`config.mk`:
```
export PLATFORM = sky130hd
export DESIGN_NAME = mem_writer_flat
export DESIGN_NICKNAME = d
export VERILOG_FILES = /design/src/rtl/mem_writer_if.sv /design/src/rtl/mem_writer.sv /design/src/flat_wrapper.sv
export SDC_FILE = /design/constraint.sdc
export NUM_CORES = 1
export LEC_CHECK = 0
export CAP_MARGIN = 20
export CORE_ASPECT_RATIO = 1.2
export CORE_UTILIZATION = 37
export DETAILED_ROUTE_END_ITERATION = 8
export GPL_TIMING_DRIVEN = 0
export HOLD_SLACK_MARGIN = 0.03
export PLACE_DENSITY = 0.76
export SLEW_MARGIN = 25
export SYNTH_ARGS = -nofsm -noshare
export SYNTH_HDL_FRONTEND = slang
export SYNTH_SLANG_ARGS = --single-unit
```
`constraint.sdc`:
```
create_clock -name clk -period 1.6 [get_ports clk]
set_input_delay 0.24 -clock clk [delete_from_list [all_inputs] [get_ports clk]]
set_output_delay 0.24 -clock clk [all_outputs]
set_load 0.01 [all_outputs]
```
`src/rtl/mem_writer_if.sv`:
```
// Stream-in / memory-out bundle for mem_writer.
// The slave modport is the writer's view; the master modport is the producer/memory side.
interface mem_writer_if #(
  parameter int DATA_W = 16,
  parameter int ADDR_W = 3
);
  logic              start;
  logic [ADDR_W-1:0] base_addr;
  logic [ADDR_W:0]   count;
  logic              in_valid;
  logic [DATA_W-1:0] in_data;
  logic              in_ready;
  logic              mem_enable;
  logic              mem_read_write;
  logic [ADDR_W-1:0] mem_addr;
  logic [DATA_W-1:0] mem_wdata;
  logic [DATA_W-1:0] mem_rdata;
  logic              busy;
  logic              done;
  logic              error;

  modport slave (
    input  start, base_addr, count, in_valid, in_data, mem_rdata,
    output in_ready, mem_enable, mem_read_write, mem_addr, mem_wdata,
    output busy, done, error
  );

  modport master (
    output start, base_addr, count, in_valid, in_data, mem_rdata,
    input  in_ready, mem_enable, mem_read_write, mem_addr, mem_wdata,
    input  busy, done, error
  );
endinterface

```
`src/rtl/mem_writer.sv`:
```
// Writes a run of streamed words to consecutive addresses of the 8x16 memory.
// Define MEM_WRITER_VERIFY_EN to read back and compare every written word.
module mem_writer #(
  parameter int DATA_W = 16,
  parameter int ADDR_W = 3
) (
  input logic          clk,
  input logic          reset,
  mem_writer_if.slave  bus
);

  localparam logic [ADDR_W:0]   MAX_COUNT = (ADDR_W+1)'(2**ADDR_W);
  localparam logic [ADDR_W:0]   ONE_CNT   = (ADDR_W+1)'(1);
  localparam logic [ADDR_W-1:0] ONE_ADDR  = ADDR_W'(1);

  typedef enum logic [2:0] {
    IDLE,
    WAIT_DATA,
    WRITE,
`ifdef MEM_WRITER_VERIFY_EN
    VERIFY,
`endif
    DONE
  } state_t;

  state_t            r_state;
  logic [ADDR_W-1:0] r_addrPtr;
  logic [ADDR_W:0]   r_remaining;
  logic              r_inReady;
  logic              r_memEnable;
  logic [ADDR_W-1:0] r_memAddr;
  logic [DATA_W-1:0] r_memWdata;
  logic              r_busy;
  logic              r_done;
  logic [ADDR_W:0]   w_countSat;
`ifdef MEM_WRITER_VERIFY_EN
  logic              r_memReadWrite;
  logic              r_error;
`endif

  assign w_countSat = (bus.count > MAX_COUNT) ? MAX_COUNT : bus.count;

  // r_memAddr holds the address of the current write so VERIFY reads the same
  // location while r_addrPtr has already moved on to the next one.
  always_ff @(posedge clk) begin
    if (reset) begin
      r_state     <= IDLE;
      r_addrPtr   <= '0;
      r_remaining <= '0;
      r_inReady   <= 1'b0;
      r_memEnable <= 1'b0;
      r_memAddr   <= '0;
      r_memWdata  <= '0;
      r_busy      <= 1'b0;
      r_done      <= 1'b0;
`ifdef MEM_WRITER_VERIFY_EN
      r_memReadWrite <= 1'b0;
      r_error        <= 1'b0;
`endif
    end else begin
      r_done      <= 1'b0;
      r_memEnable <= 1'b0;
`ifdef MEM_WRITER_VERIFY_EN
      r_memReadWrite <= 1'b0;
`endif
      case (r_state)
        IDLE: begin
          if (bus.start) begin
            r_addrPtr   <= bus.base_addr;
            r_remaining <= w_countSat;
            r_busy      <= 1'b1;
`ifdef MEM_WRITER_VERIFY_EN
            r_error     <= 1'b0;
`endif
            if (w_countSat == '0) begin
              r_state <= DONE;
              r_done  <= 1'b1;
            end else begin
              r_state   <= WAIT_DATA;
              r_inReady <= 1'b1;
            end
          end
        end
        WAIT_DATA: begin
          if (bus.in_valid && r_inReady) begin
            r_memWdata  <= bus.in_data;
            r_memAddr   <= r_addrPtr;
            r_memEnable <= 1'b1;
            r_inReady   <= 1'b0;
            r_state     <= WRITE;
          end
        end
        WRITE: begin
          r_remaining <= r_remaining - ONE_CNT;
          r_addrPtr   <= r_addrPtr + ONE_ADDR;
`ifdef MEM_WRITER_VERIFY_EN
          r_memEnable    <= 1'b1;
          r_memReadWrite <= 1'b1;
          r_state        <= VERIFY;
`else
          if (r_remaining == ONE_CNT) begin
            r_state <= DONE;
            r_done  <= 1'b1;
          end else begin
            r_state   <= WAIT_DATA;
            r_inReady <= 1'b1;
          end
`endif
        end
`ifdef MEM_WRITER_VERIFY_EN
        VERIFY: begin
          if (bus.mem_rdata != r_memWdata) r_error <= 1'b1;
          if (r_remaining == '0) begin
            r_state <= DONE;
            r_done  <= 1'b1;
          end else begin
            r_state   <= WAIT_DATA;
            r_inReady <= 1'b1;
          end
        end
`endif
        DONE: begin
          r_state <= IDLE;
          r_busy  <= 1'b0;
        end
        default: begin
          r_state   <= IDLE;
          r_busy    <= 1'b0;
          r_inReady <= 1'b0;
        end
      endcase
    end
  end

  assign bus.in_ready   = r_inReady;
  assign bus.mem_enable = r_memEnable;
  assign bus.mem_addr   = r_memAddr;
  assign bus.mem_wdata  = r_memWdata;
  assign bus.busy       = r_busy;
  assign bus.done       = r_done;

`ifdef MEM_WRITER_VERIFY_EN
  assign bus.mem_read_write = r_memReadWrite;
  assign bus.error          = r_error;
`else
  logic w_unusedRdata;
  assign w_unusedRdata      = ^bus.mem_rdata;
  assign bus.mem_read_write = 1'b0;
  assign bus.error          = 1'b0;
`endif

endmodule

```
`src/flat_wrapper.sv`:
```
// flat-port wrapper written by rule: the top's interface ports become plain ports
module mem_writer_flat 
#(
  parameter int DATA_W = 16,
  parameter int ADDR_W = 3
)
  (clk, reset, bus_start, bus_base_addr, bus_count, bus_in_valid, bus_in_data, bus_mem_rdata, bus_in_ready, bus_mem_enable, bus_mem_read_write, bus_mem_addr, bus_mem_wdata, bus_busy, bus_done, bus_error);
  mem_writer_if #(.DATA_W(DATA_W), .ADDR_W(ADDR_W)) bus_i ();
  input logic clk;
  input logic reset;
  input wire logic [$bits(bus_i.start)-1:0] bus_start;
  input wire logic [$bits(bus_i.base_addr)-1:0] bus_base_addr;
  input wire logic [$bits(bus_i.count)-1:0] bus_count;
  input wire logic [$bits(bus_i.in_valid)-1:0] bus_in_valid;
  input wire logic [$bits(bus_i.in_data)-1:0] bus_in_data;
  input wire logic [$bits(bus_i.mem_rdata)-1:0] bus_mem_rdata;
  output wire logic [$bits(bus_i.in_ready)-1:0] bus_in_ready;
  output wire logic [$bits(bus_i.mem_enable)-1:0] bus_mem_enable;
  output wire logic [$bits(bus_i.mem_read_write)-1:0] bus_mem_read_write;
  output wire logic [$bits(bus_i.mem_addr)-1:0] bus_mem_addr;
  output wire logic [$bits(bus_i.mem_wdata)-1:0] bus_mem_wdata;
  output wire logic [$bits(bus_i.busy)-1:0] bus_busy;
  output wire logic [$bits(bus_i.done)-1:0] bus_done;
  output wire logic [$bits(bus_i.error)-1:0] bus_error;
  assign bus_i.start = bus_start;
  assign bus_i.base_addr = bus_base_addr;
  assign bus_i.count = bus_count;
  assign bus_i.in_valid = bus_in_valid;
  assign bus_i.in_data = bus_in_data;
  assign bus_i.mem_rdata = bus_mem_rdata;
  assign bus_in_ready = bus_i.in_ready;
  assign bus_mem_enable = bus_i.mem_enable;
  assign bus_mem_read_write = bus_i.mem_read_write;
  assign bus_mem_addr = bus_i.mem_addr;
  assign bus_mem_wdata = bus_i.mem_wdata;
  assign bus_busy = bus_i.busy;
  assign bus_done = bus_i.done;
  assign bus_error = bus_i.error;
  mem_writer #(.DATA_W(DATA_W), .ADDR_W(ADDR_W)) u_core (.clk(clk), .reset(reset), .bus(bus_i));
endmodule
```
---- Word level (Yosys, flattened, before mapping) ----
Index checks and enable logic that the tools add are counted.
word-level totals
  logic and storage cells ................. 56
  output and inout port bits .............. 25
  bits in registers ....................... 33
  input port bits ......................... 43
operators by class
  reduce and logical (&&, ||, !) cells .... 11
  bitwise logic cells ..................... 3
  eq/ne operators ......................... 8
  $lt $le $gt $ge ......................... 1
  add/subtract/negate cells ............... 2
  multiplexer cells ....................... 22
operator list
  kind                 count
  $mux 1               9
  $mux 3               3
  $pmux 3 s3           1
  $mux 4               2
  $pmux 4 s2           1
  $reduce_and 2->1     4
  $eq 3x2->1 const B   2
  $ne 2x2->1 const B   3
  $pmux 3 s2           1
  $reduce_and 5->1     1
  $eq 4x1->1 const B   1
  $gt 4x4->1 const B   1
  $logic_not 4->1      1
  $mux 2               2
  $pmux 1 s2           2
  $pmux 1 s4           1
  $reduce_or 2->1      2
  $sub 4x1->4 const B  1
  $add 3x1->3 const B  1
  $eq 3x1->1 const B   1
  $logic_not 3->1      1
  $not 1->1            3
  $ne 2x1->1 const B   1
  $reduce_bool 2->1    1
  $logic_and 1x1->1    1

---- Depth between registers and ports, before layout ----
Gate-level depths: netlist of run 1.
  word-level depth ........................ 6
  mapped depth ............................ 7
  gate-level depth less buffers ........... 5

---- Worst setup path after synthesis of run 1 ----
No wires, ideal clock.
  kind .................................... flip-flop to flip-flop
  start point ............................. register u_core.r_state[0]
  end point ............................... register u_core.r_remaining[3]
  path buffers ............................ 1
  stages on the path, launching flop included .. 7
  arrival ................................. 1.427 ns
  library setup time ...................... 0.087 ns
  required time ........................... 1.513 ns
  clock period less this slack ............ 1.514 ns
  slack ................................... 0.086 ns
  cell sequence ........................... dfxtp_1 -> inv_1 -> ha_1 -> buf_2 -> mux2_2 -> a211o_1 -> o31ai_1
on the way
  longest elaborated chain between the ends .. 3
  elaborated cells on any way between the ends .. 6
  classes of those cells .................. eq/ne (2); mux (1); reduce/logical (3)
RTL lines
  what                                                              RTL line          RTL
  from (decl)                                                       mem_writer.sv:26  state_t r_state;
  from (signal assigned)                                            mem_writer.sv:47  r_state <= IDLE;
  from (signal assigned)                                            mem_writer.sv:76  r_state <= DONE;
  from (signal assigned)                                            mem_writer.sv:79  r_state <= WAIT_DATA;
  $eq 3x2->1 or $logic_not 3->1 (tied branches)                     mem_writer.sv:66  case (r_state)
  $reduce_bool 2->1 (no source line) or $ne 2x2->1 (tied branches)  -
  $reduce_and 2->1 (no source line)                                 -
  to (signal assigned)                                              mem_writer.sv:70  r_remaining <= w_countSat;
  to (signal assigned)                                              mem_writer.sv:94  r_remaining <= r_remaining - ONE_CNT;
  to (decl)                                                         mem_writer.sv:28  logic [ADDR_W:0] r_remaining;
Parallel ways exist; a longest one is shown, timed or not.
A chain may end at the register's enable or synchronous reset.

---- Worst setup path in the final report of run 1 ----
  start point ............................. register u_core.r_state[1]
  end point ............................... register u_core.r_inReady (netlist: u_core.bus.in_ready)
on the way
  longest elaborated chain between the ends .. 3
  elaborated cells on any way between the ends .. 11
  classes of those cells .................. eq/ne (7); mux (1); bitwise (1); reduce/logical (2)
RTL lines
  what                                                 RTL line           RTL
  $eq 3x2->1 (tied with other cells)                   mem_writer.sv:66
  $ne 2x2->1 (no source line) (tied with other cells)  -
  $reduce_and 5->1 (no source line)                    -
  to (signal assigned)                                 mem_writer.sv:80   r_inReady <= 1'b1;
  to (signal assigned)                                 mem_writer.sv:89   r_inReady <= 1'b0;
  to (signal assigned)                                 mem_writer.sv:106  r_inReady <= 1'b1;
  to (decl)                                            mem_writer.sv:29   logic r_inReady;
Parallel ways exist; a longest one is shown, timed or not.

==> results of run 1 <==
==> registers in the layout (all words and copies together), names as in the netlist <==
name	flops
u_core.bus.in_ready	1
u_core.bus.busy	1
u_core.bus.mem_addr	3
u_core.bus.mem_enable	1
u_core.r_remaining	4
u_core.bus.done	1
u_core.r_addrPtr	3
u_core.bus.mem_wdata	16
u_core.r_state	2
==> routing by layer <==
layer / global-route usage (%) / wire (µm) / up-vias
li1: - / - / 719
met2: 28.1 / 1690 / 52
met1: 19.2 / 1430 / 619
met3: 5.30 / 249 / 7
met5: 0 / 0 / -
met4: 6.98 / 51 / 0
==> power by group <==
part	switching [W]	total [W]	internal, W
combinational	0.000258	0.000561	0.000303
clock	0.000283	0.000832	0.000549
sequential	0.0000521	0.000912	0.000860
total	0.000593	0.00230	0.00171
==> cell usage in the layout (no fill, tap or decap), types with 3 or more instances in the layout <==
cell type and instances:
o21ai_0 5, a21oi_1 25, inv_1 4, ha_1 6, buf_4 4, clkbuf_8 7, nand3_1 3, nor2_1 6
a31oi_1 3, clkdlybuf4s50_1 48, nand2_1 41, dfxtp_1 30, nor2b_1 6, clkbuf_1 5
==> worst min-delay path, cell delays in order <==
cell and delay [ps]:
buf_6 100, a211o_1 90, o31ai_1 50
==> worst min path at each step <==
stage | to | startpoint | slack [ps] | cells past startpoint
4_1_cts | u_core.r_remaining[3] | reset | 240 | 3
2_1_floorplan | u_core.bus.mem_wdata[0] | bus_in_data[0] | 380 | 2
3_3_place_gp | u_core.bus.mem_wdata[10] | u_core.bus.mem_wdata[10] | 440 | 2
6_report | u_core.r_remaining[3] | reset | 250 | 3
3_5_place_dp | u_core.bus.mem_wdata[7] | u_core.bus.mem_wdata[7] | 450 | 2
5_1_grt | u_core.r_remaining[3] | reset | 250 | 3
==> kinds of logic after synthesis <==
logic type / Yosys count
buf+inv: 19
simple gates: 70
compound gates: 46
fa+ha+maj: 8
other cells: 1
mux: 3
flops: 32
==> cell type report <==
type	count	area, µm²
timing repair buffer	50	495
multi-input combinational	129	796
clock inverter	1	30.0
sequential	32	648
fill	366	1490
clock buffer	7	96.3
inverter	6	22.5
buffer	12	83.8
tap	52	65.1
==> timing repair <==
item	4_1_cts	5_1_grt
gates resized for setup	6	20
setup endpoints to repair	12	20
buffers inserted	0	2
pin swaps	0	2
==> metrics by stage <==
stage / util (%) / hold slack (ps)
after global routing: 60.1 / 251
after detailed placement: 54.3 / 447
after CTS: 58.1 / 239
after global placement: 54.3 / 441
final: 60.1 / 245
after floorplan: - / 376
==> impl_metrics.env, run 1 <==
export IMPL_status="finished, final reports clean"
export IMPL_cp_start_kind="flip-flop"
export IMPL_crit_family="simple AND/OR/NAND/NOR gates"
export IMPL_synth_xor_area_share_pct=0
export IMPL_leakagePower_nw=0.822
export IMPL_worstMarginPinSlew_ps=657
export IMPL_grt_start_max_net_pins=20
export IMPL_design_area_mm2=0.00224
export IMPL_cts_tree="yes"
export IMPL_yosys_register_bits=32
export IMPL_gp_congestion=0.835
export IMPL_crit_slowest_cell="or4_4"
export IMPL_row_count=24
export IMPL_drive_gt1_share_pct=15.2
export IMPL_slew_viol_final=0
export IMPL_r2r_slack_ps=50
export IMPL_hold_class="input pin to flip-flop"
export IMPL_period_share_pct=97.1
export IMPL_syn_inst=179
export IMPL_firstDrtPassIters=4
export IMPL_htree_num_levels=2
export IMPL_nNetsFinal=287
export IMPL_arrival_ps=1770
export IMPL_synth_cell_types=38
export IMPL_async_flop_share_pct=0
export IMPL_stdcell_count=289
export IMPL_synth_top_family_by_area="simple AND/OR/NAND/NOR gates"
export IMPL_r2r_end="u_core.bus.in_ready"
export IMPL_cts_sinks=32
export IMPL_track_usage_pct=16.7
export IMPL_drc=0
export IMPL_diodes=0
export IMPL_via_count=1397
export IMPL_yosysTopAreaCellShare_pct=43.5
export IMPL_path_max_fanout=8
export IMPL_finClkSkew_ps=4.65
export IMPL_netlist_top_cells_area="dfxtp_1, nand2_1, a21oi_1, ha_1, nor2b_1"
export IMPL_viasPerCell=4.83
export IMPL_finalSetupTns_ps=0
export IMPL_io_pins=68
export IMPL_clk_transition_reported_paths_ps=70
export IMPL_startpoint="u_core.r_state[1]"
export IMPL_dp_hpwl_um=2390
export IMPL_cts_hold_buf=0
export IMPL_synthAdderAreaFrac_pct=6.80
export IMPL_fp_dieH_um=71.1
export IMPL_worstPathCellList="inv_2 > ha_2 > buf_8 > o21bai_1 > or4_4 > o21ai_2"
export IMPL_wl_per_cell_um=11.9
export IMPL_clockBufferDepth=2
export IMPL_required_ps=1820
export IMPL_setup_violations=0
export IMPL_coreArea_mm2=0.00372
export IMPL_fmax_mhz=644
export IMPL_synthTopCellsByCount="nand2_1, dfxtp_1, a21oi_1"
export IMPL_synth_edff_count=0
export IMPL_area_growth_pct=51.9
export IMPL_fin_ws_ps=46.1
export IMPL_ys_seq_area_share_pct=43.5
export IMPL_max_stage_delay_ps=520
export IMPL_synth_compound_area_share_pct=18.5
export IMPL_cts_root_buf="clkbuf_8"
export IMPL_clk_latency_ps=280
export IMPL_worstRegToRegCells=6
export IMPL_worstSetupEndpointType="flip-flop"
export IMPL_final_antenna_net_count=0
export IMPL_synth_most_common_cell="nand2_1"
export IMPL_ys_flop_type="dfxtp_1"
export IMPL_hold_viol_final=0
export IMPL_maxCapViolCount=0
export IMPL_post_route_min_period_ps=1550
export IMPL_cts_made_buffers=5
export IMPL_r2r_start="u_core.r_state[1]"
export IMPL_cellPowerDensity_mw_per_mm2=1030
export IMPL_place_area_mm2=0.00202
export IMPL_grt_pass1_wl_um=5420
export IMPL_dp_cells=280
export IMPL_dieArea_mm2=0.00424
export IMPL_drtIter0Drc=67
export IMPL_ir_drop_uv=625
export IMPL_path_depth=6
export IMPL_numPortBuffers=48
export IMPL_crit_path_end="u_core.bus.in_ready"
export IMPL_netlist_area_mm2=0.00147
export IMPL_finalPower_w=0.00230
export IMPL_cp_buffers_inverters=2
export IMPL_synth_simple_gate_area_share_pct=22.6
export IMPL_die_w_um=59.6
export IMPL_criticalPathCategory="flip-flop to flip-flop"
export IMPL_synth_top_area_cell="dfxtp_1"
export IMPL_start_util_pct=39.5
export IMPL_wirelength_um=3430
export IMPL_relSlewSlack_pct=55.8
export IMPL_place_ws_ps=-93.4
export IMPL_antenna_found_initial=0
export IMPL_syn_avg_cell_area_um2=8.23
export IMPL_grt_overflow_total=0
export IMPL_muxShareOfSynthArea_pct=2.12
export IMPL_yosysWarnings=0
export IMPL_grt_pass1_vias=1268
Note: power is estimated with default switching activity, not from simulation.
==> run 2: changes to the inputs <==
--- a/config.mk
+++ b/config.mk
@@ -8,9 +8,10 @@
 export CAP_MARGIN = 20
 export CORE_ASPECT_RATIO = 1.2
-export CORE_UTILIZATION = 37
+export CORE_UTILIZATION = 38
+export CTS_BUF_LIST = sky130_fd_sc_hd__clkbuf_8
 export DETAILED_ROUTE_END_ITERATION = 8
 export GPL_TIMING_DRIVEN = 0
 export HOLD_SLACK_MARGIN = 0.03
-export PLACE_DENSITY = 0.76
+export PLACE_DENSITY = 0.78
 export SLEW_MARGIN = 25
 export SYNTH_ARGS = -nofsm -noshare
==> constraint.sdc (replaced) <==
create_clock -name clk -period 1.6 [get_ports clk]
set_input_delay 0.24 -clock clk [delete_from_list [all_inputs] [get_ports clk]]
set_output_delay 0.24 -clock clk [all_outputs]
set_load 0.02 [all_outputs]
==> run 2 against run 1 <==
Clock power decreased by 10%. Wire length decreased by 5.3%. Clock skew increased by 1.8 ps. Global-route usage decreased by 0.33 points. Maximum frequency decreased by 2.5%. Total power decreased by 5.7%. Final cell count decreased by 1.0%. Clock-buffer cell count decreased by 2. Largest cell class unchanged. Worst hold slack improved by 7.5 ps. Worst setup slack got worse by 40 ps.
==> impl_metrics.env, run 2 (synthesis results as in run 1) <==
export IMPL_arrival_ps=1820
export IMPL_grt_pass1_vias=1254
export IMPL_fp_dieH_um=70.2
export IMPL_r2r_start="u_core.r_state[1]"
export IMPL_viasPerCell=4.79
export IMPL_grt_start_max_net_pins=11
export IMPL_row_count=24
export IMPL_clk_latency_ps=280
export IMPL_start_util_pct=40.2
export IMPL_slew_viol_final=0
export IMPL_grt_busiest_layer="met2"
export IMPL_fin_ws_ps=6.30
export IMPL_period_share_pct=99.6
export IMPL_worstHoldStart="reset"
export IMPL_setup_violations=0
export IMPL_diodes=0
export IMPL_clockBufferDepth=2
export IMPL_finClkSkew_ps=6.46
export IMPL_largest_register_ffs=16
export IMPL_min_path_cells=3
export IMPL_clk_transition_reported_paths_ps=70
export IMPL_final_cell_mix="clkdlybuf4s50_1, nand2_1, dfxtp_1"
export IMPL_worstRegToRegCells=5
export IMPL_wirelength_um=3250
export IMPL_post_cts_buffers=0
export IMPL_worstHoldEndpoint="u_core.r_remaining[3]"
export IMPL_cts_sinks=32
export IMPL_met2_usage_pct=27.1
export IMPL_hold_viol_final=0
export IMPL_leakagePower_nw=0.813
export IMPL_die_w_um=58.8
export IMPL_cellPowerDensity_mw_per_mm2=1000
export IMPL_drtIter0Drc=68
export IMPL_via_count=1370
export IMPL_cp_start_kind="flip-flop"
export IMPL_worstMarginPinSlew_ps=630
export IMPL_drive_gt1_share_pct=11.1
export IMPL_cts_tree="yes"
export IMPL_r2r_slack_ps=6
export IMPL_htree_num_levels=2
export IMPL_dp_hpwl_um=2350
export IMPL_relSlewSlack_pct=57.6
export IMPL_area_growth_pct=46.9
export IMPL_path_max_fanout=9
export IMPL_grt_overflow_total=0
export IMPL_wl_per_cell_um=11.3
export IMPL_place_ws_ps=-112
export IMPL_final_common_cell="clkdlybuf4s50_1"
export IMPL_maxCapViolCount=0
export IMPL_crit_slowest_cell="or4_4"
export IMPL_nNetsFinal=284
export IMPL_finalSetupTns_ps=0
export IMPL_grt_pass1_wl_um=5220
export IMPL_fmax_mhz=627
export IMPL_max_stage_delay_ps=520
export IMPL_hold_class="input pin to flip-flop"
export IMPL_status="finished, final reports clean"
export IMPL_grt_use_met3_pct=6.11
export IMPL_criticalPathCategory="flip-flop to flip-flop"
export IMPL_required_ps=1820
export IMPL_r2r_end="u_core.bus.in_ready"
export IMPL_cts_made_buffers=5
export IMPL_gp_congestion=0.818
export IMPL_cp_buffers_inverters=1
export IMPL_dieArea_mm2=0.00413
export IMPL_drc=0
export IMPL_worstSetupEndpointType="flip-flop"
export IMPL_worstPathCellList="inv_1 > ha_2 > o21bai_1 > or4_4 > o21ai_2"
export IMPL_coreArea_mm2=0.00366
export IMPL_final_antenna_net_count=0
export IMPL_io_pins=68
export IMPL_antenna_found_initial=0
export IMPL_firstDrtPassIters=4
export IMPL_ir_drop_uv=524
export IMPL_track_usage_pct=16.4
export IMPL_cts_root_buf="clkbuf_8"
export IMPL_numPortBuffers=48
export IMPL_rsz0062_at_grt="true"
export IMPL_post_route_min_period_ps=1590
export IMPL_crit_family="simple AND/OR/NAND/NOR gates"
export IMPL_grt_met1_usage_pct=18.1
-- run 2: cell count changes in the layout (fill, tap and decap cells not counted), moves of 2 or more --
| cell | before | now |
|---|---|---|
| clkbuf_8 | 7 | 5 |
| clkbuf_2 | 1 | 3 |
| inv_1 | 4 | 7 |
| inv_2 | 2 | 0 |
| clkbuf_1 | 5 | 3 |
| buf_4 | 4 | 2 |
-- run 2: report_power, final --
part           switching, W  internal, W
registers         0.0000480     0.000860
clock network      0.000292     0.000455
logic              0.000259     0.000259
total              0.000599      0.00157
-- run 2: worst max path at each step --
stage,from,end,slack [ps],cells after the start
final,u_core.r_state[1],u_core.bus.in_ready,6,5
after detailed placement,u_core.r_state[0],u_core.r_remaining[2],-110,6
after global placement,u_core.r_state[0],u_core.r_remaining[2],-60,6
after floorplan,u_core.r_state[0],u_core.r_remaining[3],90,6
after CTS,u_core.r_state[0],u_core.r_remaining[3],10,6
after global routing,u_core.r_state[1],u_core.r_state[1],-50,5
-- run 2: worst reg2reg max path, stage by stage, from the launching register on --
cell and delay [ps]:
dfxtp_2 340, inv_1 100, ha_2 320, o21bai_1 140
or4_4 520, o21ai_2 110
-- run 2: metal layers --
metal | wire (µm) | vias to the layer above
met2 | 1530 | 49
li1 | - | 708
met4 | 66 | 0
met5 | 0 | -
met3 | 225 | 8
met1 | 1430 | 605
-- run 2: per-stage QoR --
stage	instances	area (µm²)	util, %	power, W	hold slack [ps]
2_1_floorplan	180	1480	-	0.00122	376
3_3_place_gp	280	2020	55.2	0.00140	441
3_5_place_dp	280	2020	55.2	0.00141	446
4_1_cts	287	2140	58.4	0.00218	234
5_1_grt	286	2160	59.1	0.00229	235
6_report	286	2160	59.1	0.00217	253
-- run 2: what timing repair did --
item / 4_1_cts / 5_1_grt
gates cloned: 0 / 0
setup endpoints to repair: 9 / 17
hold buffers: 0 / 0
gates resized for setup: 6 / 13
-- run 2: cell type report --
class                   instances  area (µm²)
fillers                       354        1500
multi-input cells             129         768
flip-flops and latches         32         646
repair buffers                 48         483
plain buffers                  11        71.3
clock buffers                   5        68.8
well taps                      52        65.1
clock inverters                 3        38.8
inverters                       6        22.5
